--- src/rtl/uart_tx_frame.sv ---
// uart_tx_frame: UART transmitter with start/data/odd-parity/stop framing,
// a post-stop error-listening window and bounded retransmission.
module uart_tx_frame #(
  parameter int WORD_LENGTH  = 8,
  parameter int CLKS_PER_BIT = 16,
  parameter int ACK_WAIT     = CLKS_PER_BIT,
  parameter int MAX_RETRY    = 1
) (
  input  logic                   t_clk,
  input  logic                   t_rst,
  input  logic [WORD_LENGTH-1:0] tx_data,
  input  logic                   tx_valid,
  output logic                   tx_ready,
  input  logic                   err_ack,
  output logic                   UART_Tx_OUT,
  output logic                   tx_busy,
  output logic                   tx_done,
  output logic                   tx_fail
);

  localparam int CMAX = (CLKS_PER_BIT > ACK_WAIT) ?
                        CLKS_PER_BIT : ACK_WAIT;
  localparam int CW = $clog2(CMAX);
  localparam int BW = $clog2(WORD_LENGTH + 1);
  localparam int RW = $clog2(MAX_RETRY + 2);

  localparam logic [2:0] S_IDLE   = 3'd0;
  localparam logic [2:0] S_START  = 3'd1;
  localparam logic [2:0] S_DATA   = 3'd2;
  localparam logic [2:0] S_PARITY = 3'd3;
  localparam logic [2:0] S_STOP   = 3'd4;
  localparam logic [2:0] S_ACKW   = 3'd5;

  logic [2:0]             state_q, state_d;
  logic [CW-1:0]          cnt_q, cnt_d;
  logic [BW-1:0]          bit_q, bit_d;
  logic [RW-1:0]          retry_q, retry_d;
  logic [WORD_LENGTH-1:0] shift_q, shift_d;
  logic [WORD_LENGTH-1:0] word_q, word_d;
  logic                   par_q, par_d;
  logic                   err_q, err_d;
  logic                   sync1_q, sync2_q;
  logic                   line_q, line_d;
  logic                   ready_q, ready_d;
  logic                   busy_q, busy_d;
  logic                   done_q, done_d;
  logic                   fail_q, fail_d;
  logic                   baud_end;

  assign baud_end = (cnt_q == CW'(CLKS_PER_BIT - 1));

  always_comb begin
    state_d = state_q;
    cnt_d   = cnt_q;
    bit_d   = bit_q;
    retry_d = retry_q;
    shift_d = shift_q;
    word_d  = word_q;
    par_d   = par_q;
    err_d   = err_q;
    done_d  = 1'b0;
    fail_d  = 1'b0;
    if ((state_q == S_STOP || state_q == S_ACKW) && sync2_q)
      err_d = 1'b1;
    unique case (state_q)
      S_IDLE: begin
        cnt_d = '0;
        if (tx_valid && ready_q) begin
          shift_d = tx_data;
          word_d  = tx_data;
          par_d   = ~^tx_data;
          retry_d = '0;
          err_d   = 1'b0;
          state_d = S_START;
        end
      end
      S_START: begin
        cnt_d = cnt_q + CW'(1);
        if (baud_end) begin
          cnt_d   = '0;
          bit_d   = '0;
          state_d = S_DATA;
        end
      end
      S_DATA: begin
        cnt_d = cnt_q + CW'(1);
        if (baud_end) begin
          cnt_d   = '0;
          shift_d = shift_q >> 1;
          bit_d   = bit_q + BW'(1);
          if (bit_q == BW'(WORD_LENGTH - 1))
            state_d = S_PARITY;
        end
      end
      S_PARITY: begin
        cnt_d = cnt_q + CW'(1);
        if (baud_end) begin
          cnt_d   = '0;
          state_d = S_STOP;
        end
      end
      S_STOP: begin
        cnt_d = cnt_q + CW'(1);
        if (baud_end) begin
          cnt_d   = '0;
          state_d = S_ACKW;
        end
      end
      S_ACKW: begin
        cnt_d = cnt_q + CW'(1);
        // A clean frame reports done in the last window cycle so that
        // back-to-back traffic sees exactly ACK_WAIT idle cycles.
        if (cnt_q == CW'(ACK_WAIT - 2) && !(err_q || sync2_q)) begin
          cnt_d   = '0;
          retry_d = '0;
          done_d  = 1'b1;
          state_d = S_IDLE;
        end else if (cnt_q == CW'(ACK_WAIT - 1)) begin
          cnt_d = '0;
          err_d = 1'b0;
          if (retry_q < RW'(MAX_RETRY)) begin
            retry_d = retry_q + RW'(1);
            shift_d = word_q;
            state_d = S_START;
          end else begin
            retry_d = '0;
            fail_d  = 1'b1;
            state_d = S_IDLE;
          end
        end
      end
      default: begin
        cnt_d   = '0;
        state_d = S_IDLE;
      end
    endcase
  end

  always_comb begin
    line_d = 1'b1;
    case (state_d)
      S_START:  line_d = 1'b0;
      S_DATA:   line_d = shift_d[0];
      S_PARITY: line_d = par_d;
      default:  line_d = 1'b1;
    endcase
  end

  assign ready_d = (state_d == S_IDLE);
  assign busy_d  = (state_d != S_IDLE);

  always_ff @(posedge t_clk) begin
    if (t_rst) begin
      state_q <= S_IDLE;
      cnt_q   <= '0;
      bit_q   <= '0;
      retry_q <= '0;
      shift_q <= '0;
      word_q  <= '0;
      par_q   <= 1'b0;
      err_q   <= 1'b0;
      sync1_q <= 1'b0;
      sync2_q <= 1'b0;
      line_q  <= 1'b1;
      ready_q <= 1'b0;
      busy_q  <= 1'b0;
      done_q  <= 1'b0;
      fail_q  <= 1'b0;
    end else begin
      state_q <= state_d;
      cnt_q   <= cnt_d;
      bit_q   <= bit_d;
      retry_q <= retry_d;
      shift_q <= shift_d;
      word_q  <= word_d;
      par_q   <= par_d;
      err_q   <= err_d;
      sync1_q <= err_ack;
      sync2_q <= sync1_q;
      line_q  <= line_d;
      ready_q <= ready_d;
      busy_q  <= busy_d;
      done_q  <= done_d;
      fail_q  <= fail_d;
    end
  end

  assign UART_Tx_OUT = line_q;
  assign tx_ready    = ready_q;
  assign tx_busy     = busy_q;
  assign tx_done     = done_q;
  assign tx_fail     = fail_q;

endmodule

--- config.mk ---
export PLATFORM = sky130hd
export DESIGN_NAME = uart_tx_frame
export DESIGN_NICKNAME = d
export VERILOG_FILES = /design/src/rtl/uart_tx_frame.sv
export SDC_FILE = /design/constraint.sdc
export NUM_CORES = 1
export LEC_CHECK = 0
export BUFFER_PORTS_ARGS = -buffer_cell sky130_fd_sc_hd__buf_4
export CORE_MARGIN = 4
export CORE_UTILIZATION = 52
export DETAILED_ROUTE_END_ITERATION = 10
export HOLD_SLACK_MARGIN = 0.05
export PLACE_DENSITY = 0.74
export SLEW_MARGIN = 5
export SYNTH_ARGS = -nofsm -noshare
export SYNTH_HDL_FRONTEND = slang
export SYNTH_SLANG_ARGS = --single-unit
--- constraint.sdc ---
create_clock -name t_clk -period 1.65 [get_ports t_clk]
set_input_delay 0.0825 -clock t_clk [delete_from_list [all_inputs] [get_ports t_clk]]
set_output_delay 0.0825 -clock t_clk [all_outputs]
set_load 0.02 [all_outputs]
==> impl_metrics.json, run 1 <==
{
  "yosys-top-cells-area": "dfxtp_1 42%, nand2_1 4.3%, xnor2_1 4.3%",
  "drive_gt1_share_pct": 31.8,
  "ys_ff_latch": 38,
  "cp-start-kind": "flip-flop",
  "cts_tree": "built",
  "dpl.hpwl_um": 2820,
  "antenna_found_initial": 0,
  "end_kind": "flip-flop",
  "relSlewSlack_pct": 77.4,
  "gp_congestion": 0.816,
  "drt.antenna.violating_nets": 0,
  "required_ps": 1870,
  "synth.top_cell.area_share_pct": 41.5,
  "clkTransAtPathRegs_ps": 120,
  "rsz0062_at_grt": "yes",
  "synth_cell_type_count": 50,
  "setup_tns_ps": -549,
  "finClkSkew_ps": 8.41,
  "routed-via-count": 1678,
  "worst-setup-path-type": "reg2reg",
  "die_y_um": 67.4,
  "worst_pin_slew_ps": 330,
  "hold_violations": 0,
  "grt_pass1_wl_um": 6950,
  "initial_core_util_pct": 54.5,
  "stdcell_count": 291,
  "syn_avg_cell_area_um2": 9.26,
  "fin_util_pct": 70.5,
  "synthXorXnorAreaFrac_pct": 4.78,
  "total_power_uw": 1740,
  "dr.pass1.iters": 4,
  "synth_fp_nets": 214,
  "setup_violations": 12,
  "seq_area_um2": 771,
  "yosys.area_share.simple_pct": 23.1,
  "cts.sinks": 38,
  "synth-seq-area-share_pct": 41.5,
  "fmax_mhz": 564,
  "multi_input_area_um2": 1030,
  "synth_fa_ha_area_share_pct": 2.73,
  "synthCells": 198,
  "ys_warn_count": 0,
  "outcome": "finished with violations",
  "io_pins": 17,
  "min_delay_path_depth": 2,
  "die_x_um": 67.4,
  "async_reset_ff_share_pct": 0,
  "fill_cells": 256,
  "clockRootBuffer": "clkbuf_4",
  "wl_um": 4450,
  "dp_cells": 268,
  "syn2layout_area_growth_pct": 29.3,
  "power.leakage_uw": 0.000924,
  "coreArea_um2": 3360,
  "violations": "setup timing",
  "min_period_over_period_pct": 108,
  "synth_edf_count": 0,
  "reg2reg_depth": 7,
  "slowest_delay_ps": 380,
  "critPathArrivalTime_ps": 1990,
  "synth_top_family_by_area": "simple AND/OR/NAND/NOR gates",
  "htree_levels": 2,
  "clk_latency_ps": 340,
  "track_usage_pct": 19.9,
  "drc": 0,
  "hp-class": "in2reg",
  "yosysTopAreaCell": "dfxtp_1",
  "first_iter_violations": 144,
  "power.density_nw_per_um2": 735,
  "nets": 260,
  "synth_compound_area_share_pct": 21.2,
  "portBuffers": 16,
  "synthFlopType": "dfxtp_1",
  "syn_area_um2": 1830,
  "grt_max_degree": 34,
  "post_drt_wl_per_cell_um": 15.3,
  "min_period_ps": 1770,
  "fin_ws_ps": -125,
  "cts_made_buffers": 5,
  "first_global_vias": 1556,
  "crit_path_max_fanout": 5,
  "muxShareOfSynthArea_pct": 0.546,
  "n_antenna_cell": 0,
  "peakVddDrop_uv": 410,
  "holdWs_ps": 138,
  "crit_chain": "inv_2 -> ha_1 -> nor3b_4 -> buf_4 -> and4b_1 -> a211oi_2 -> a31oi_1",
  "cts.path.max_buffers": 2,
  "num_rows": 21,
  "vias_per_cell": 5.77,
  "maxSlewViolCount": 0,
  "die_area_um2": 4540,
  "critPathSlowestCell": "dfxtp_4",
  "drv_cap": 0,
  "grt_overflow": 0
}
report_power, final:
group	switching [uW]	total [uW]	internal (uW)
combinational	126	255	128
sequential	28.0	979	951
clock	303	508	205
total	457	1740	1280
synth_stat cells, drive strengths merged (2+ instances only):
cell,n
clkbuf,4
nand2,22
o21a,2
and2,2
dfxtp,38
a22o,7
inv,9
nand3,5
buf,8
nand3b,3
a21oi,11
a211oi,4
nor2b,4
a2bb2oi,2
nor3,5
ha,4
xnor2,9
nor2,21
and4,2
a221oi,6
and4b,2
a31oi,3
nand4,2
and3,4
a311oi,2
worst paths after layout:
kind	from	slack, ps	end
worst max-delay path	cnt_q[0]	-120	UART_Tx_OUT
worst min-delay path	t_rst	140	shift_q[0]
worst max register to register	cnt_q[0]	-120	UART_Tx_OUT
worst min register to register	sync1_q	450	sync2_q
logic make-up (layout without fill, tap and decap cells):
kind of cell               count (synthesis)  after routing
adders and majority gates                  4              4
and+or+nand+nor                           75             75
buffers and inverters                     21             68
DFF                                       38             38
AOI/OAI and AO/OA                         49             49
muxes                                      1              1
xor gates and xnor gates                  10             10
critical path: cells and delay by family (launching register included):
family / cells / cell delay [ps]
DFF: 1 / 380
and+or+nand+nor: 2 / 550
buffers and inverters: 2 / 240
AOI/OAI and AO/OA: 2 / 370
adders and majority gates: 1 / 130
routing by layer:
| layer | wire (um) | GRT usage [%] |
|---|---|---|
| met5 | 0 | 0 |
| met4 | 68 | 7.09 |
| met3 | 270 | 4.33 |
| met2 | 2150 | 33.1 |
| met1 | 1960 | 25.2 |
sequential cells by signal (all words and copies together) (netlist names), 2 cells and up:
name     cells
bit_q        4
cnt_q        4
retry_q      2
shift_q      8
state_q      3
word_q       8
final cells by class:
cell class,instances,share of cell area [%]
Multi-Input combinational cell,139,43.7
Sequential cell,38,32.5
Timing Repair Buffer,51,17.3
Tap cell,46,2.43
Clock buffer,6,2.16
Inverter,9,1.43
Clock inverter,2,0.528
placed cells by master, fill, tap and decap left out, types with 3 or more instances in the layout:
master	n
dfxtp_1	34
a31oi_1	3
inv_1	8
and3_4	4
buf_4	41
ha_1	3
a21oi_1	11
a221oi_1	5
nor2_1	19
xnor2_1	9
nor3_1	4
nand3_1	4
a22o_1	7
nand2_1	21
a211oi_2	3
clkbuf_4	5
dlygate4sd3_1	9
nor2b_1	4
timing repair:
action / in CTS / in global routing
endpoints found under the hold margin: 10 / 0
resized for setup: 15 / 7
endpoints found under the setup margin: 22 / 22
pin swaps: 10 / 10
setup buffers: 2 / 4
hold buffers: 9 / 0
metrics by stage:
stage / setup WS [ps] / area, um^2
2_1_floorplan: 20.3 / 1830
4_1_cts: -49.8 / 2300
5_1_grt: -222 / 2370
3_5_place_dp: -273 / 2080
3_3_place_gp: -179 / 2080
6_report: -125 / 2370
No activity file was read; power rests on OpenSTA's default activity.
==> run 2, diff against run 1 <==
--- a/config.mk
+++ b/config.mk
@@ -5,7 +5,7 @@
 export SDC_FILE = /design/constraint.sdc
 export NUM_CORES = 1
 export LEC_CHECK = 0
-export BUFFER_PORTS_ARGS = -buffer_cell sky130_fd_sc_hd__buf_4
+export BUFFER_PORTS_ARGS = -buffer_cell sky130_fd_sc_hd__buf_2
 export CORE_MARGIN = 4
 export CORE_UTILIZATION = 52
 export DETAILED_ROUTE_END_ITERATION = 10
==> impl_metrics.json, run 2 (synthesis results as in run 1) <==
{
  "cp-start-kind": "flip-flop",
  "first_iter_violations": 129,
  "cts_tree": "built",
  "dr.pass1.iters": 4,
  "setup_tns_ps": -532,
  "relSlewSlack_pct": 58.5,
  "io_pins": 17,
  "wl_um": 4460,
  "hp-class": "in2reg",
  "maxSlewViolCount": 0,
  "cts.sinks": 38,
  "peakVddDrop_uv": 542,
  "drt.antenna.violating_nets": 0,
  "drv_cap": 0,
  "drc": 0,
  "gp_congestion": 0.873,
  "dpl.hpwl_um": 2680,
  "track_usage_pct": 21.2,
  "finClkSkew_ps": 6.82,
  "pre_cts_slack_ps": -134,
  "n_antenna_cell": 0,
  "fin_ws_ps": -77.9,
  "critPathArrivalTime_ps": 1950,
  "violations": "setup timing",
  "grt_overflow": 0,
  "crit_path_max_fanout": 7,
  "drive_gt1_share_pct": 34.4,
  "initial_core_util_pct": 54.5,
  "place_area_um2": 2050,
  "grt_max_degree": 34,
  "final_area_um2": 2440,
  "htree_levels": 2,
  "die_x_um": 67.4,
  "die_area_um2": 4540,
  "antenna_found_initial": 0,
  "coreArea_um2": 3360,
  "worst-setup-path-type": "reg2reg",
  "rsz0062_at_grt": "yes",
  "post_drt_wl_per_cell_um": 15.4,
  "setup_violations": 11,
  "required_ps": 1870,
  "power.leakage_uw": 0.000946,
  "worst_pin_slew_ps": 623,
  "reg_top3": "shift_q: 8 flops, word_q: 8 flops",
  "total_power_uw": 1900,
  "min_period_over_period_pct": 105,
  "power.density_nw_per_um2": 779,
  "clkTransAtPathRegs_ps": 110,
  "fmax_mhz": 579,
  "routed-via-count": 1657,
  "outcome": "finished with violations",
  "clockRootBuffer": "clkbuf_4",
  "holdWs_ps": 226,
  "end_kind": "flip-flop",
  "final_common_cell": "dfxtp_1",
  "num_rows": 21,
  "first_global_vias": 1664,
  "syn2layout_area_growth_pct": 32.9,
  "vias_per_cell": 5.71,
  "hold_violations": 0,
  "portBuffers": 16,
  "grt_pass1_wl_um": 7310,
  "die_y_um": 67.4,
  "cts_made_buffers": 5,
  "nets": 260,
  "cts.path.max_buffers": 2,
  "layout_common_cells": "34 x dfxtp_1, 22 x buf_4, 21 x nand2_1",
  "min_period_ps": 1730,
  "clk_latency_ps": 340
}
run 2: timing repair:
item                       CTS  global route
pin swaps                    7            11
gates resized for setup     19            14
cloned                       0             0
setup endpoints to repair   21            23
hold buffers                 9             0
hold endpoints to repair    10             0
setup buffers                2             6
run 2: routing by layer:
metal,GRT usage [%],share of wire (%)
met1,25.3,43
met2,35.6,50
met3,4.33,4.9
met4,11.6,1.2
met5,0,0
run 2: report_power, final:
group	switching, uW	internal, uW
clock	296	353
sequential	27.5	951
combinational	135	136
run 2: path summary, 6_finish.rpt:
check | from | end | slack (ps) | cells after the start
max reg2reg | cnt_q[0] | shift_q[6] | -80 | 7
max | cnt_q[0] | shift_q[6] | -80 | 7
min | t_rst | state_q[2] | 230 | 2
min reg2reg | sync1_q | sync2_q | 460 | 1
run 2: critical path, cell delays in order, from the launching register on:
cell and delay [ps]:
dfxtp_4 380, inv_4 60, ha_4 110, nor3b_4 330, nand2_2 180, and3_4 240
a221oi_2 250, nor2_1 60
run 2: stage by stage:
step           std cells  utilization, %
2_1_floorplan        198               -
3_3_place_gp         267            60.8
3_5_place_dp         267            60.8
4_1_cts              285            69.3
5_1_grt              290            72.4
6_report             290            72.4
run 2: final cells by class:
class / count / area (um^2)
flip-flops and latches: 38 / 771
multi-input cells: 139 / 1090
repair buffers: 51 / 398
well taps: 46 / 57.6
clock inverters: 1 / 30.0
fillers: 255 / 927
inverters: 9 / 36.3
clock buffers: 6 / 51.3
==> run 3, diff against run 2 <==
--- a/config.mk
+++ b/config.mk
@@ -6,11 +6,14 @@
 export NUM_CORES = 1
 export LEC_CHECK = 0
 export BUFFER_PORTS_ARGS = -buffer_cell sky130_fd_sc_hd__buf_2
+export CELL_PAD_IN_SITES_DETAIL_PLACEMENT = 0
+export CELL_PAD_IN_SITES_GLOBAL_PLACEMENT = 2
 export CORE_MARGIN = 4
-export CORE_UTILIZATION = 52
+export CORE_UTILIZATION = 33
 export DETAILED_ROUTE_END_ITERATION = 10
 export HOLD_SLACK_MARGIN = 0.05
-export PLACE_DENSITY = 0.74
+export PLACE_DENSITY_LB_ADDON = 0.1
+export SETUP_SLACK_MARGIN = 0.3
 export SLEW_MARGIN = 5
 export SYNTH_ARGS = -nofsm -noshare
 export SYNTH_HDL_FRONTEND = slang
==> impl_metrics.json, run 3 (synthesis results as in run 1) <==
{
  "outcome": "finished with violations",
  "violations": "setup timing",
  "routed-via-count": 1692,
  "drc": 0,
  "met3_usage_pct": 3.58,
  "first_iter_violations": 85,
  "dpl.hpwl_um": 3420,
  "min_period_ps": 1680,
  "reg_top3": "shift_q: 8 flops, word_q: 8 flops",
  "power.leakage_uw": 0.00110,
  "first_global_vias": 1547,
  "grt_pass1_wl_um": 7700,
  "dp_cells": 301,
  "dr.pass1.iters": 4,
  "cts.sinks": 38,
  "gp_congestion": 0.777,
  "pre_cts_slack_ps": -71.1,
  "clk_latency_ps": 290,
  "die_x_um": 82.5,
  "fmax_mhz": 595,
  "fin_ws_ps": -31.7,
  "hp-class": "in2reg",
  "wl_um": 4990,
  "cts_made_buffers": 5,
  "syn2layout_area_growth_pct": 52.3,
  "use_met1_pct": 19.8,
  "crit_path_max_fanout": 4,
  "nets": 273,
  "worst-setup-path-type": "reg2reg",
  "holdWs_ps": 74.6,
  "num_rows": 26,
  "vias_per_cell": 5.16,
  "cp-start-kind": "flip-flop",
  "final_common_cell": "buf_4",
  "io_pins": 17,
  "die_y_um": 82.5,
  "maxSlewViolCount": 0,
  "end_kind": "flip-flop",
  "clkTransAtPathRegs_ps": 70,
  "drt.antenna.violating_nets": 0,
  "top_usage_layer": "met2",
  "cts.path.max_buffers": 2,
  "drive_gt1_share_pct": 52.3,
  "layout_common_cells": "32 x buf_4, 30 x dfxtp_1, 17 x nor2_1",
  "setup_violations": 4,
  "n_antenna_cell": 0,
  "use_met2_pct": 24.9,
  "rsz0062_at_grt": "yes",
  "initial_core_util_pct": 35.0,
  "die_area_um2": 6810,
  "critPathArrivalTime_ps": 1850,
  "power.density_nw_per_um2": 725,
  "relSlewSlack_pct": 70.2,
  "peakVddDrop_uv": 474,
  "stdcell_count": 328,
  "htree_levels": 2,
  "grt_max_degree": 23,
  "hold_violations": 0,
  "total_power_uw": 2020,
  "clockRootBuffer": "clkbuf_8",
  "track_usage_pct": 15.2,
  "coreArea_um2": 5240,
  "antenna_found_initial": 0,
  "cts_tree": "built",
  "worst_pin_slew_ps": 447,
  "finClkSkew_ps": 7.74,
  "min_period_over_period_pct": 102,
  "post_drt_wl_per_cell_um": 15.2,
  "fill_cells": 504,
  "grt_overflow": 0,
  "required_ps": 1820,
  "drv_cap": 0,
  "portBuffers": 16
}
run 3: cell types whose count changed in the layout (fill, tap and decap cells not counted), moves of 3 or more:
cell / previous run / this run
nand2_1: 21 / 13
dfxtp_1: 34 / 30
buf_4: 22 / 32
buf_6: 2 / 9
dlygate4sd3_1: 9 / 1
nor3_1: 4 / 1
a21oi_2: 0 / 6
nor2_1: 20 / 17
clkbuf_8: 1 / 5
clkbuf_4: 5 / 0
a21oi_1: 11 / 5
nand2_4: 0 / 6
run 3: layer usage:
layer  vias up  routed length (um)
met2        16                2440
met3         6                 120
met4         0                  59
met1       841                2370
met5         -                   0
li1        829                   -
run 3: power breakdown:
group / internal, uW / switching (uW) / total, uW / leakage [uW]
clock network: 391 / 309 / 700 / 0.0000506
registers: 950 / 29.5 / 979 / 0.000314
logic: 179 / 165 / 344 / 0.000731
run 3: metrics by stage:
| stage | area (um^2) | utilization (%) | TNS (ps) |
|---|---|---|---|
| after CTS | 2490 | 47.5 | -105 |
| after floorplan | 1900 | - | 0 |
| after detailed placement | 2220 | 42.5 | -193 |
| final | 2790 | 53.3 | -58.6 |
| after global routing | 2790 | 53.3 | -741 |
| after global placement | 2220 | 42.5 | -17.8 |
run 3: worst max-delay path: stages (launching register included):
cell and delay [ps]:
dfxtp_4 370, inv_4 50, ha_4 110, nor3b_4 270
buf_4 170, o211a_1 160, o21a_1 190, o2111a_1 200
a31oi_1 40
run 3: repair_timing:
| action | 4_1_cts | 5_1_grt |
|---|---|---|
| setup endpoints to repair | 34 | 36 |
| buffers inserted | 6 | 11 |
| hold buffers | 1 | 0 |
| cloned | 1 | 0 |
| hold endpoints to repair | 1 | 0 |
| pin swaps | 8 | 44 |
| resized for setup | 20 | 52 |
run 3: final timing paths:
check | startpoint | to | slack [ps] | cells past startpoint
setup / recovery | cnt_q[0] | UART_Tx_OUT | -30 | 8
hold / removal | tx_data[1] | word_q[1] | 70 | 3
setup reg to reg | cnt_q[0] | UART_Tx_OUT | -30 | 8
hold reg to reg | sync1_q | sync2_q | 450 | 1
run 3: area by class of cell:
type                            instances  area [um^2]  area share, %
Inverter                                9         36.3           1.30
Timing Repair Buffer                   64          554           19.9
Tap cell                               70         87.6           3.14
Multi-Input combinational cell        139         1230           44.1
Clock buffer                            8          101           3.63
Sequential cell                        38          781           28.0
